### config.mk
export PLATFORM = sky130hd
export DESIGN_NAME = aes_128_round_ctrl
export DESIGN_NICKNAME = d
export VERILOG_FILES = /design/src/rtl/aes_128_round_ctrl.sv
export SDC_FILE = /design/constraint.sdc
export NUM_CORES = 1
export LEC_CHECK = 0
export CAP_MARGIN = 20
export CORE_UTILIZATION = 45
export DETAILED_ROUTE_END_ITERATION = 12
export DONT_BUFFER_PORTS = 1
export HOLD_SLACK_MARGIN = 0.12
export PLACE_DENSITY_LB_ADDON = 0.3
export SLEW_MARGIN = 20
export SYNTH_ARGS = -nofsm -noshare
export SYNTH_HDL_FRONTEND = slang
export SYNTH_SLANG_ARGS = --single-unit
### constraint.sdc
create_clock -name i_clk -period 1.6 [get_ports i_clk]
set_input_delay 0.24 -clock i_clk [delete_from_list [all_inputs] [get_ports i_clk]]
set_output_delay 0.24 -clock i_clk [all_outputs]
set_load 0.1 [all_outputs]
### src/rtl/aes_128_round_ctrl.sv
// Round sequencer for the iterative AES-128 core: IDLE -> LOAD -> RUN (3 phases x ROUNDS) -> DONE.
// Optional 32-bit completed-block counter enabled by macro AES_128_ROUND_CTRL_BLK_CNT_EN.
module aes_128_round_ctrl #(
   parameter int ROUNDS = 10
) (
   input  logic        i_clk,
   input  logic        i_rst,
   input  logic        i_kill,
   input  logic        i_in_valid,
   output logic        o_in_ready,
   output logic        o_out_valid,
   input  logic        i_out_ready,
   output logic [3:0]  o_round,
   output logic [1:0]  o_phase,
   output logic        o_load_sel,
   output logic        o_state_we,
   output logic        o_sbox_rd,
   output logic        o_key_req,
   output logic        o_mixcol_en,
`ifdef AES_128_ROUND_CTRL_BLK_CNT_EN
   output logic [31:0] o_blk_cnt,
`endif
   output logic        o_mixcol_kill
);

   typedef enum logic [1:0] {ST_IDLE, ST_LOAD, ST_RUN, ST_DONE} state_t;

   localparam logic [3:0] LP_LAST = 4'(ROUNDS);

   state_t     r_state;
   logic [3:0] r_round;
   logic [1:0] r_phase;
   logic       r_in_ready;
   logic       r_out_valid;
   logic       r_load_sel;
   logic       r_state_we;
   logic       r_sbox_rd;
   logic       r_key_req;
   logic       r_mixcol_en;
   logic       r_mixcol_kill;

   // Every output is decoded for the state being entered, so all outputs come straight from flops.
   always_ff @(posedge i_clk or posedge i_rst) begin
      if (i_rst) begin
         r_state       <= ST_IDLE;
         r_round       <= 4'd0;
         r_phase       <= 2'd0;
         r_in_ready    <= 1'b1;
         r_out_valid   <= 1'b0;
         r_load_sel    <= 1'b0;
         r_state_we    <= 1'b0;
         r_sbox_rd     <= 1'b0;
         r_key_req     <= 1'b0;
         r_mixcol_en   <= 1'b0;
         r_mixcol_kill <= 1'b1;
      end else begin
         r_in_ready    <= 1'b0;
         r_out_valid   <= 1'b0;
         r_load_sel    <= 1'b0;
         r_state_we    <= 1'b0;
         r_sbox_rd     <= 1'b0;
         r_key_req     <= 1'b0;
         r_mixcol_en   <= 1'b0;
         r_mixcol_kill <= 1'b0;
         if (i_kill) begin
            r_state       <= ST_IDLE;
            r_round       <= 4'd0;
            r_phase       <= 2'd0;
            r_in_ready    <= 1'b1;
            r_mixcol_kill <= 1'b1;
         end else begin
            case (r_state)
               ST_IDLE: begin
                  if (i_in_valid) begin
                     r_state    <= ST_LOAD;
                     r_round    <= 4'd0;
                     r_phase    <= 2'd0;
                     r_load_sel <= 1'b1;
                     r_state_we <= 1'b1;
                     r_key_req  <= 1'b1;
                  end else begin
                     r_in_ready    <= 1'b1;
                     r_mixcol_kill <= 1'b1;
                  end
               end
               ST_LOAD: begin
                  r_state   <= ST_RUN;
                  r_round   <= 4'd1;
                  r_phase   <= 2'd0;
                  r_sbox_rd <= 1'b1;
               end
               ST_RUN: begin
                  case (r_phase)
                     2'd0: begin
                        r_phase     <= 2'd1;
                        r_mixcol_en <= (r_round == LP_LAST);
                     end
                     2'd1: begin
                        r_phase    <= 2'd2;
                        r_state_we <= 1'b1;
                        // Request the next round key alongside the state write of this round.
                        r_key_req  <= (r_round != LP_LAST);
                     end
                     default: begin
                        if (r_round != LP_LAST) begin
                           r_round   <= r_round + 4'd1;
                           r_phase   <= 2'd0;
                           r_sbox_rd <= 1'b1;
                        end else begin
                           r_state     <= ST_DONE;
                           r_out_valid <= 1'b1;
                        end
                     end
                  endcase
               end
               ST_DONE: begin
                  if (i_out_ready) begin
                     r_state       <= ST_IDLE;
                     r_round       <= 4'd0;
                     r_phase       <= 2'd0;
                     r_in_ready    <= 1'b1;
                     r_mixcol_kill <= 1'b1;
                  end else begin
                     r_out_valid <= 1'b1;
                  end
               end
               default: begin
                  r_state       <= ST_IDLE;
                  r_round       <= 4'd0;
                  r_phase       <= 2'd0;
                  r_in_ready    <= 1'b1;
                  r_mixcol_kill <= 1'b1;
               end
            endcase
         end
      end
   end

   assign o_in_ready    = r_in_ready;
   assign o_out_valid   = r_out_valid;
   assign o_round       = r_round;
   assign o_phase       = r_phase;
   assign o_load_sel    = r_load_sel;
   assign o_state_we    = r_state_we;
   assign o_sbox_rd     = r_sbox_rd;
   assign o_key_req     = r_key_req;
   assign o_mixcol_en   = r_mixcol_en;
   assign o_mixcol_kill = r_mixcol_kill;

`ifdef AES_128_ROUND_CTRL_BLK_CNT_EN
   logic [31:0] r_blk_cnt;

   // Counts consumer handshakes only; abort does not touch it.
   always_ff @(posedge i_clk or posedge i_rst) begin
      if (i_rst) begin
         r_blk_cnt <= 32'd0;
      end else if (r_out_valid && i_out_ready) begin
         r_blk_cnt <= r_blk_cnt + 32'd1;
      end
   end

   assign o_blk_cnt = r_blk_cnt;
`endif

endmodule

==> metrics.csv <==
metric,value,unit
grt_pass1_wl,2850,um
clock_power_share,12.8,%
pwr-share-comb,59.1,%
violations,negative setup slack,
syn2layout_area_growth,34.5,%
p_switching,0.000858,W
p_per_area,1540,nW/um^2
status,"complete, but fails checks",
drive_gt1_share,47.7,%
fill_cells,132,
crit_fanout,4,
start_util,49.1,%
via_per_inst,5.31,
max-slew-margin-rel,64.2,%
pwr-share-seq,28.2,%
pin_count,19,
swShare,47.8,%
drc,0,
clk_path_buf_depth,2,
cts_tree,done,
grt_max_degree,16,
yosys.area.top_type,dfrtp_1,
die_w,45.9,um
dr.pass1.iters,4,
ant_nets,0,
critPathLaunchType,flip-flop,
drt_iter0_drc,13,
die_area,2100,um^2
ff2ff_setup_slack,-0.01,ns
vdd_drop_max,1140,uV
final_cells,134,
numCtsBuffers,3,
crit_type,flip-flop to flip-flop,
cp_slowest_cell,dfrtp_1,
port_buffers,0,
cp_cell_sequence,inv_2 > ha_4 > nor2b_4 > buf_4 > a211oi_2 > buf_4 > xnor2_1 > nor2_1,
tightest_slew,0.537,ns
insertion_delay,0.30,ns
grt_pass1_vias,638,
cp-end-kind,flip-flop,
post-synth-top-area-fraction,40.5,%
rows,15,
internal_power,0.000936,W
finalCritPeriodShare,101,%
ys_warn_count,0,
final_max_slew_viol_count,0,
finalHoldViolCount,0,
leakage,0.513,nW
max_freq,0.621,GHz
ys_types,36,
setup_ws,-0.0114,ns
ys_ff_latch,15,
track_usage,20.1,%
dieHeight,45.9,um
fin_crit,1.61,ns
wire_per_inst,14.4,um
rsz0062_at_grt,true,
htree_levels,1,
cts_sinks,15,
critPathMaxStageDelay,0.43,ns
path_buf_inv,3,
gp_congestion,0.842,
postSynthAreaPerCell,10.4,um^2
diodes,0,
synth_nets,94,
synth.area.top_cells,"dfrtp_1 40%, ha_1 8.7%, buf_6 3.9%, nor2b_4 3.2%, dfstp_2 3.0%",
dp.cells,123,
vias,712,
finalSetupViolCount,3,
nets,121,
wl,1940,um
place_hpwl,1260,um
dpl_worst_slack,-0.0410,ns
hp-class,input pin to flip-flop,
crit_path_frequent_cell,buf_4,
core_area,1760,um^2
yosysSeqAreaShare,43.5,%
fin_skew,0.000887,ns
cp.arrival,1.80,ns
clkTransAtPathRegs,0.09,ns
overflow,0,
postSynthCellCount,83,
cp.required,1.79,ns
synth_area,866,um^2
antenna_found_initial,0,
root_buffer,clkbuf_4,
cp_top_family,flip-flops,
cap_violations,0,
final timing paths:
check,startpoint,cells past startpoint,to
worst max-delay path,r_state[1],8,r_state[0]
worst min-delay path,i_kill,2,o_sbox_rd
worst max register to register,r_state[1],8,r_state[0]
worst min register to register,o_round[2],1,o_round[2]
max in group asynchronous,i_rst,2,o_round[1]
min in group asynchronous,i_rst,2,o_out_valid
routing by layer:
layer / global-route usage, % / share of wire [%] / wire (um) / vias up
met5: 0 / 0 / 0 / -
met4: 14.7 / 2.2 / 42 / 0
li1: - / - / - / 344
met3: 3.97 / 2.9 / 56 / 5
met1: 26.0 / 47 / 908 / 345
met2: 29.3 / 48 / 930 / 18
state kept, by name (all words and copies together), names as in the netlist:
register	count
o_phase	2
o_load_sel	1
o_state_we	1
o_mixcol_en	1
o_sbox_rd	1
o_mixcol_kill	1
o_round	4
o_out_valid	1
o_key_req	1
r_state	2
power by group through the flow:
stage	sequential, W	combinational [W]	clock (W)
after floorplan	0.000797	0.000428	0
after global placement	0.000499	0.000900	0
after detailed placement	0.000503	0.000909	0
after CTS	0.000495	0.000944	0.000233
after global routing	0.000514	0.00111	0.000241
final	0.000505	0.00106	0.000229
repair_timing:
| action | in CTS | in global routing |
|---|---|---|
| endpoints found under the hold margin | 21 | 0 |
| endpoints found under the setup margin | 3 | 6 |
| pin swaps | 0 | 2 |
| hold buffers | 3 | 0 |
| cloned | 0 | 0 |
| resized for setup | 2 | 10 |
| buffers inserted | 1 | 3 |
per-stage QoR:
step	total power, W	utilization, %	TNS (ns)	area, um^2	hold WS (ns)
after floorplan	0.00122	-	0	890	0.141
after global placement	0.00140	58.6	0	1030	0.203
after CTS	0.00167	62.6	0	1100	0.124
after global routing	0.00187	66.0	-0.244	1160	0.150
final	0.00179	66.0	-0.0187	1160	0.120
after detailed placement	0.00141	58.6	-0.0784	1030	0.203
final cells by class:
class                           instances  area (um^2)  area share (%)
Multi-Input combinational cell         56          460            39.5
Sequential cell                        15          388            33.3
Timing Repair Buffer                   28          234            20.1
Tap cell                               25         31.3            2.69
Clock buffer                            4         26.3            2.26
Inverter                                6         25.0            2.15
logic make-up (layout without fill, tap and decap cells):
kind of cell	count (synthesis)	after routing	synth area share, %
and+or+nand+nor	25	25	18.4
xor gates and xnor gates	1	1	1.01
adders and majority gates	6	6	8.67
buffers and inverters	12	38	8.53
muxes	1	1	1.16
AOI/OAI and AO/OA	23	23	18.8
DFF	15	15	43.5
cells in the final DEF, fill, tap and decap left out, drive strengths merged, types with 2 or more instances in the layout:
master,count
buf,25
dfrtp,14
nor2,7
o21ai,6
inv,6
ha,6
a21oi,5
clkbuf,4
nand2,3
nand3,3
o31ai,3
dlygate4sd3,3
nor2b,2
a31oi,2
nand2b,2
nor3,2
Yosys cell counts:
master    number
dfrtp_1       14
nor2_1         7
ha_1           6
inv_1          6
a21oi_1        5
o21ai_1        5
buf_6          3
nand2_1        3
nand3_1        3
a31oi_1        2
buf_2          2
nor2b_4        2
o31ai_2        2
a211o_1        1
a211oi_2       1
a311oi_1       1
buf_4          1
dfstp_2        1
mux2i_1        1
nand2b_1       1
nand2b_4       1
nand3b_1       1
nand4_1        1
nand4b_1       1
nor3_1         1
nor3_2         1
nor4_1         1
o21ai_0        1
o21ba_1        1
o21bai_1       1
o22ai_1        1
o31ai_1        1
o41ai_1        1
or2_4          1
or3_1          1
xnor2_1        1
worst reg2reg max path, cell delays in order, from the launching register on:
cell	delay (ns)
dfrtp_1	0.43
inv_2	0.08
ha_4	0.16
nor2b_4	0.12
buf_4	0.13
a211oi_2	0.24
buf_4	0.17
xnor2_1	0.11
nor2_1	0.05
Power figures use the tool's default switching activity.
